<file path="src/rtl/div_result_collect.sv">
// Credit-gated, in-order collector of pipelined divider results into a show-ahead FIFO.
// Define DIV_RESULT_COLLECT_DROP_CNT_EN to add the saturating drop_count output.
module div_result_collect #(
   parameter int WIDTH   = 10,
   parameter int LATENCY = 3,
   parameter int DEPTH   = 4,
   parameter int TAG_W   = 4
) (
   input  logic             clk,
   input  logic             rst,
   input  logic             issue_valid,
   input  logic [TAG_W-1:0] issue_tag,
   output logic             issue_ready,
   input  logic [WIDTH-1:0] div_quotient,
   input  logic [WIDTH-1:0] div_remainder,
   input  logic             div_error_divide_by_zero,
   input  logic             div_overflow,
   output logic             res_valid,
   input  logic             res_ready,
   output logic [TAG_W-1:0] res_tag,
   output logic [WIDTH-1:0] res_quotient,
   output logic [WIDTH-1:0] res_remainder,
   output logic [1:0]       res_status
`ifdef DIV_RESULT_COLLECT_DROP_CNT_EN
   ,
   output logic [7:0]       drop_count
`endif
);

   localparam int PW = $clog2(DEPTH);
   localparam int CW = $clog2(DEPTH + 1);
   localparam int EW = TAG_W + 2 * WIDTH + 2;

   logic [LATENCY-1:0] tok_vld_q, tok_vld_d;
   logic [TAG_W-1:0]   tok_tag_q [LATENCY];
   logic [TAG_W-1:0]   tok_tag_d [LATENCY];
   logic [EW-1:0]      mem_q [DEPTH];
   logic [EW-1:0]      mem_d [DEPTH];
   logic [PW-1:0]      wr_ptr_q, wr_ptr_d, rd_ptr_q, rd_ptr_d;
   logic [CW-1:0]      count_q, count_d, credits_q, credits_d;
   logic               accept_s, push_s, pop_s, full_s;

   assign issue_ready = (credits_q != CW'(0));
   assign res_valid   = (count_q != CW'(0));
   assign full_s      = (count_q == CW'(DEPTH));
   assign accept_s    = issue_valid & issue_ready;
   assign push_s      = tok_vld_q[LATENCY-1];
   assign pop_s       = res_valid & res_ready;
   assign {res_tag, res_quotient, res_remainder, res_status} = mem_q[rd_ptr_q];

   // Token pipeline mirrors the divider: stage 0 is loaded by an accepted issue.
   always_comb begin
      tok_vld_d    = tok_vld_q;
      tok_tag_d    = tok_tag_q;
      tok_vld_d[0] = accept_s;
      tok_tag_d[0] = issue_tag;
      for (int i = 1; i < LATENCY; i++) begin
         tok_vld_d[i] = tok_vld_q[i-1];
         tok_tag_d[i] = tok_tag_q[i-1];
      end
   end

   // FIFO and credit next-state; credits already reserve room for every in-flight token.
   always_comb begin
      mem_d     = mem_q;
      wr_ptr_d  = wr_ptr_q + PW'(push_s);
      rd_ptr_d  = rd_ptr_q + PW'(pop_s);
      count_d   = count_q + CW'(push_s) - CW'(pop_s);
      credits_d = credits_q - CW'(accept_s) + CW'(pop_s);
      if (push_s) begin
         mem_d[wr_ptr_q] = {tok_tag_q[LATENCY-1], div_quotient, div_remainder,
                            div_overflow, div_error_divide_by_zero};
      end else begin
         mem_d[wr_ptr_q] = mem_q[wr_ptr_q];
      end
   end

   // State registers; storage is cleared so the head reads as zero after reset.
   always_ff @(posedge clk) begin
      if (rst) begin
         tok_vld_q <= '0;
         for (int i = 0; i < LATENCY; i++) tok_tag_q[i] <= '0;
         for (int j = 0; j < DEPTH; j++) mem_q[j] <= '0;
         wr_ptr_q  <= '0;
         rd_ptr_q  <= '0;
         count_q   <= '0;
         credits_q <= CW'(DEPTH);
      end else begin
         tok_vld_q <= tok_vld_d;
         tok_tag_q <= tok_tag_d;
         mem_q     <= mem_d;
         wr_ptr_q  <= wr_ptr_d;
         rd_ptr_q  <= rd_ptr_d;
         count_q   <= count_d;
         credits_q <= credits_d;
      end
   end

`ifdef DIV_RESULT_COLLECT_DROP_CNT_EN
   logic [7:0] drop_cnt_q, drop_cnt_d;

   assign drop_count = drop_cnt_q;

   // Saturating count of issue attempts refused for lack of credit.
   always_comb begin
      drop_cnt_d = drop_cnt_q;
      if (issue_valid && !issue_ready && (drop_cnt_q != 8'hFF)) begin
         drop_cnt_d = drop_cnt_q + 8'd1;
      end else begin
         drop_cnt_d = drop_cnt_q;
      end
   end

   // Drop counter register.
   always_ff @(posedge clk) begin
      if (rst) begin
         drop_cnt_q <= 8'd0;
      end else begin
         drop_cnt_q <= drop_cnt_d;
      end
   end
`endif

   div_result_collect_chk u_chk (
      .clk    (clk),
      .rst    (rst),
      .push_i (push_s),
      .full_i (full_s)
   );

endmodule

// Property checker: a capture into a full FIFO must be impossible.
module div_result_collect_chk (
   input logic clk,
   input logic rst,
   input logic push_i,
   input logic full_i
);
   a_no_overflow: assert property (@(posedge clk) disable iff (rst) !(push_i && full_i));
endmodule

</file>
<file path="config.mk">
export PLATFORM = sky130hd
export DESIGN_NAME = div_result_collect
export DESIGN_NICKNAME = d
export VERILOG_FILES = /design/src/rtl/div_result_collect.sv
export SDC_FILE = /design/constraint.sdc
export NUM_CORES = 1
export LEC_CHECK = 0
export CORE_ASPECT_RATIO = 2
export CORE_MARGIN = 2
export CORE_UTILIZATION = 30
export CTS_BUF_LIST = sky130_fd_sc_hd__clkbuf_8 sky130_fd_sc_hd__clkbuf_16
export CTS_CLUSTER_SIZE = 40
export DETAILED_ROUTE_END_ITERATION = 7
export PLACE_DENSITY_LB_ADDON = 0.25
export SLEW_MARGIN = 20
export SYNTH_ARGS = -nofsm -noshare
export SYNTH_HDL_FRONTEND = slang
export SYNTH_SLANG_ARGS = --single-unit
</file>
<file path="constraint.sdc">
create_clock -name clk -period 4.1 [get_ports clk]
set_input_delay 1.025 -clock clk [delete_from_list [all_inputs] [get_ports clk]]
set_output_delay 1.025 -clock clk [all_outputs]
set_load 0.02 [all_outputs]
</file>
======== Yosys cells after proc, flatten, opt, wreduce, memory -nomap -nowiden ========
Cells that the tools add are included.
word-level totals
  output and inout port bits .............. 28
  register bits after elaboration ......... 129
  bits of input ports ..................... 30
cells by class
  add/subtract/negate cells ............... 6
  reduce and logical (&&, ||, !) cells .... 3
  bitwise logic cells ..................... 4
  $lt $le $gt $ge ......................... 3
  muxes and demuxes ....................... 11
operators by type and width
  kind                                                         number
  bitwise mux 104 bit                                          2
  2-to-1 mux 26 bit                                            5
  binary-select mux 26 bit (select 2 bit)                      2
  2-to-1 mux 104 bit                                           1
  demux 26 bit (select 2 bit)                                  1
  adder 3 x 1 -> 3 bit                                         2
  greater-or-equal comparator 3 bit (second input constant)    2
  NOT 2 -> 3 bit                                               2
  nonzero test 3 bit                                           2
  subtractor 3 x 1 -> 3 bit                                    2
  adder 2 x 1 -> 2 bit                                         2
  less-than comparator 3 x 1 -> 1 bit (second input constant)  1
  AND 1 bit                                                    2
  logical AND 1 bit                                            1

======== Depth between registers and ports, before layout ========
  word-level depth ........................ 7
  gate-level depth with buffers ........... 8
  mapped depth without buffers ............ 8

======== Worst setup path after synthesis ========
Ideal clock, no wire load.
  path kind ............................... input to register
  from .................................... in issue_valid
  to ...................................... reg credits_q[2]
  stages .................................. 7
  path slack .............................. 1430 ps
  setup time .............................. 123 ps
  path buffers ............................ 0
  data arrival time ....................... 2547 ps
  cells stage by stage .................... o31a_1 > ha_1 > inv_1 > ha_1 > fa_1 > xnor3_1 > or2_2
on the way
  cells in the longest elaborated chain, start to end .. 3
ends and longest elaborated chain
  element                    RTL line  RTL
  from (decl)                11        input logic issue_valid,
  AND 1 bit                  46        assign accept_s = issue_valid & issue_ready;
  subtractor 3 x 1 -> 3 bit  69        credits_d = credits_q - CW'(accept_s) + CW'(pop_s);
  adder 3 x 1 -> 3 bit       69
  to (signal assigned)       87        credits_q <= CW'(DEPTH);
  to (signal assigned)       95        credits_q <= credits_d;
  to (decl)                  40        logic [CW-1:0] count_q, count_d, credits_q, credits_d;
No other way between the ends.
A chain may end at the register's enable or synchronous reset.

======== Worst setup path after layout ========
  from .................................... reg rd_ptr_q[1]
  to ...................................... out res_remainder[6]
on the way
  cells in the longest elaborated chain, start to end .. 4
ends and longest elaborated chain
  element                                                RTL line  RTL
  from (decl)                                            39        logic [PW-1:0] wr_ptr_q, wr_ptr_d, rd_ptr_q, rd_ptr_d;
  from (signal assigned)                                 93        rd_ptr_q <= rd_ptr_d;
  NOT 2 -> 3 bit (implied by the code)                   49        assign {res_tag, res_quotient, res_remainder, res_status} = mem_q[rd_ptr_q];
  binary-select mux 26 bit (select 2 bit)                49
  2-to-1 mux 26 bit (implied by the code) (2 in series)  49
  to (decl)                                              22        output logic [WIDTH-1:0] res_remainder,
No other way between the ends. The select of a mux whose other input is x is not followed.

==> summary.txt <==
STA
  • Setup tns final: 0 ns
  • Max-slew violations: 0
  • Final setup skew: 0.00881 ns
  • Fmax achieved: 284 MHz
  • Final period util: 0.859
  • Count of final setup violators: 0
  • Max_slew headroom: 0.266
  • Minimum clock period: 3.52 ns
  • RSZ-0062 raised after global routing: no
  • Least-Margin Pin Slew: 1.10 ns
  • Final hold violation count: 0

Worst setup path
  • Req. time, crit path: 3.07 ns
  • Arrival time worst endpoint: 2.50 ns
  • Critical path startpoint: rd_ptr_q[1]
  • CP Launch Type: register
  • Reg2reg path depth: 7
  • Worst R2R End: credits_q[2]
  • Critical path class: register to output port
  • CP endpoint kind: output port
  • Worst-path fanout max: 17
  • Reg2reg start: credits_q[1]
  • Reg2reg setup slack: 1.83 ns

Route
  • Via count: 3,457
  • Final ANT Viol Nets: 0
  • Routed WL per cell: 16.1 um
  • DR iter-0 viols: 134
  • WL final: 12,200 um
  • Drt first pass iters: 4
  • DRC: 0
  • DR vias/cell: 4.57

Power and ir drop
  • Pwr Density: 469 nW/um^2
  • Peak supply drop: 0.252 mV
  • P_leak: 0.00292 uW

Yosys
  • Post-synthesis register bit count: 129
  • Synth cell types: 27
  • YS warnings: 0
  • Post-Syn Area per Cell: 11.8 um^2
  • Main synth FF type: dfxtp_1
  • Synth async-reset ratio: 0
  • Register area share after synthesis: 0.455
  • Post-synthesis cell area: 5680 um^2
  • Post-synth EDFFs: 0
  • Synth Instances: 480
  • Synthesized net count: 518

Clock tree
  • Root buf cell: clkbuf_16
  • Worst skew pair latency: 0.41 ns
  • TritonCTS clock tree: done
  • Reg clk slew, reported paths: 0.06 ns
  • Post-CTS sizing: 0
  • Htree depth: 4
  • Clock buffer depth: 2
  • Clk sinks: 129
  • Num CTS Buffers: 17
  • Hold_buf cts: 0
  • Post-CTS Setup Repair Bufs: 0

Place
  • # port buffers: 57
  • Post-DP HPWL: 7680 um
  • RD Place Congestion: 0.711

GRT
  • GRT overflow: 0
  • Initial antenna violation count: 0
  • Vias in the first global route: 3,834
  • Total Routing Usage GR: 0.131
  • First-pass GRT wire length: 19,800 um
  • Largest net degree at the start of global routing: 156

Final layout
  • Fillers: 1,853
  • Final #Nets: 562
  • Final core occ: 0.371
  • Antenna Diode Count: 0
  • Area Growth Syn to Fin: 21.9%
  • Layout cells sized above 1: 0.127

Floorplan
  • Die Ht: 199 um
  • Die width: 101 um
  • # rows: 71
  • Die ar.: 20,100 um^2
  • Starting density of the core: 0.304
  • I/O pins: 58
  • Core area: 18,700 um^2

Worst hold path
  • Hold path cells: 1
  • HP Start: tok_tag_d[3]
  • Min-Delay Endpoint: tok_tag_q[3]
  • Worst Hold Class: register to register

Job
  • Max-Cap Viols: 0

Status
  • Status: completed
==> flip-flops by register name (all words and copies together), names as in the netlist <==
register and count:
mem_q 104, tok_tag_d 8, tok_tag_q 4, count_q 3, credits_q 3, tok_vld_q 3, rd_ptr_q 2, wr_ptr_q 2
==> where the power goes <==
| part | switching, uW | internal [uW] | leakage (uW) | total [uW] |
|---|---|---|---|---|
| clock | 547 | 889 | 0.000286 | 1440 |
| sequential | 74.4 | 1300 | 0.00104 | 1380 |
| combinational | 179 | 257 | 0.00159 | 437 |
==> per-layer routing <==
metal,track usage,up-vias,share of wire
met1,0.139,1691,0.40
met2,0.239,43,0.55
li1,-,1712,-
met5,0,-,0
met4,0.0546,0,0.018
met3,0.0316,11,0.028
==> worst max-delay path by stage <==
stage / to / slack, ns / cells past startpoint
after floorplan: credits_q[2] / 1.43 / 7
after global placement: res_remainder[6] / 0.96 / 3
after detailed placement: credits_q[2] / 0.90 / 8
after CTS: res_remainder[6] / 0.49 / 3
after global routing: res_remainder[7] / 0.46 / 3
final: res_remainder[6] / 0.58 / 3
==> Yosys cell counts, types with 2 or more instances <==
| cell type | count | area share |
|---|---|---|
| nand2b_1 | 130 | 0.14 |
| dfxtp_1 | 129 | 0.45 |
| mux2i_1 | 104 | 0.18 |
| mux4_2 | 26 | 0.10 |
| nor2b_1 | 21 | 0.023 |
| clkbuf_1 | 18 | 0.012 |
| buf_4 | 8 | 0.011 |
| inv_1 | 7 | 0.0046 |
| buf_2 | 6 | 0.0053 |
| ha_1 | 6 | 0.013 |
| nor2_1 | 3 | 0.0020 |
| buf_12 | 2 | 0.0071 |
| buf_6 | 2 | 0.0040 |
| fa_1 | 2 | 0.0071 |
| nand3b_1 | 2 | 0.0026 |
| or3_1 | 2 | 0.0022 |
| xnor2_1 | 2 | 0.0031 |
==> placed cells by master (no fill, tap or decap), types with 2 or more instances in the layout <==
master and n:
mux2i_1 104, inv_1 8, clkbuf_8 4, clkinvlp_4 2
dfxtp_1 127, clkbuf_16 17, fa_1 2, nand3b_1 2
buf_4 3, nor2b_1 21, nand2b_1 130, dfxtp_2 2
clkdlybuf4s50_1 56, nor2_1 3, mux4_2 26, ha_1 6
clkinv_2 6, or3_1 2, xnor2_1 2
==> area by class of cell <==
class / count / area [um^2] / share of cell area
Inverter: 7 / 26.3 / 0.00380
Tap cell: 219 / 274 / 0.0396
Timing Repair Buffer: 61 / 614 / 0.0887
Clock inverter: 11 / 87.6 / 0.0127
Multi-Input combinational cell: 308 / 2860 / 0.412
Sequential cell: 129 / 2580 / 0.373
Clock buffer: 21 / 480 / 0.0694
==> per-stage QoR <==
| stage | instances | power [uW] | cell area (um^2) | setup WS [ns] | hold slack [ns] |
|---|---|---|---|---|---|
| after detailed placement | 724 | 1850 | 6350 | 0.902 | 0.424 |
| after floorplan | 480 | 1700 | 5680 | 1.43 | 0.414 |
| after CTS | 756 | 3310 | 6920 | 0.493 | 0.436 |
| after global placement | 724 | 1840 | 6350 | 0.959 | 0.416 |
| after global routing | 756 | 3400 | 6920 | 0.463 | 0.449 |
| final | 756 | 3250 | 6920 | 0.577 | 0.434 |
==> logic make-up (layout without fill, tap and decap cells) <==
group                      after synthesis  in the layout  synth area share
AOI/OAI and AO/OA                        1              1           0.00154
xor gates and xnor gates                 4              4            0.0112
adders and majority gates                8              8            0.0203
buffers and inverters                   43            100            0.0434
DFF                                    129            129             0.455
muxes                                  130            130             0.286
and+or+nand+nor                        165            165             0.182
==> worst max-delay path: stages, from the launching register on <==
cell,delay (ns)
dfxtp_2,0.75
buf_12,0.24
mux4_2,0.52
clkdlybuf4s50_1,0.55
Power figures use the tool's default switching activity.
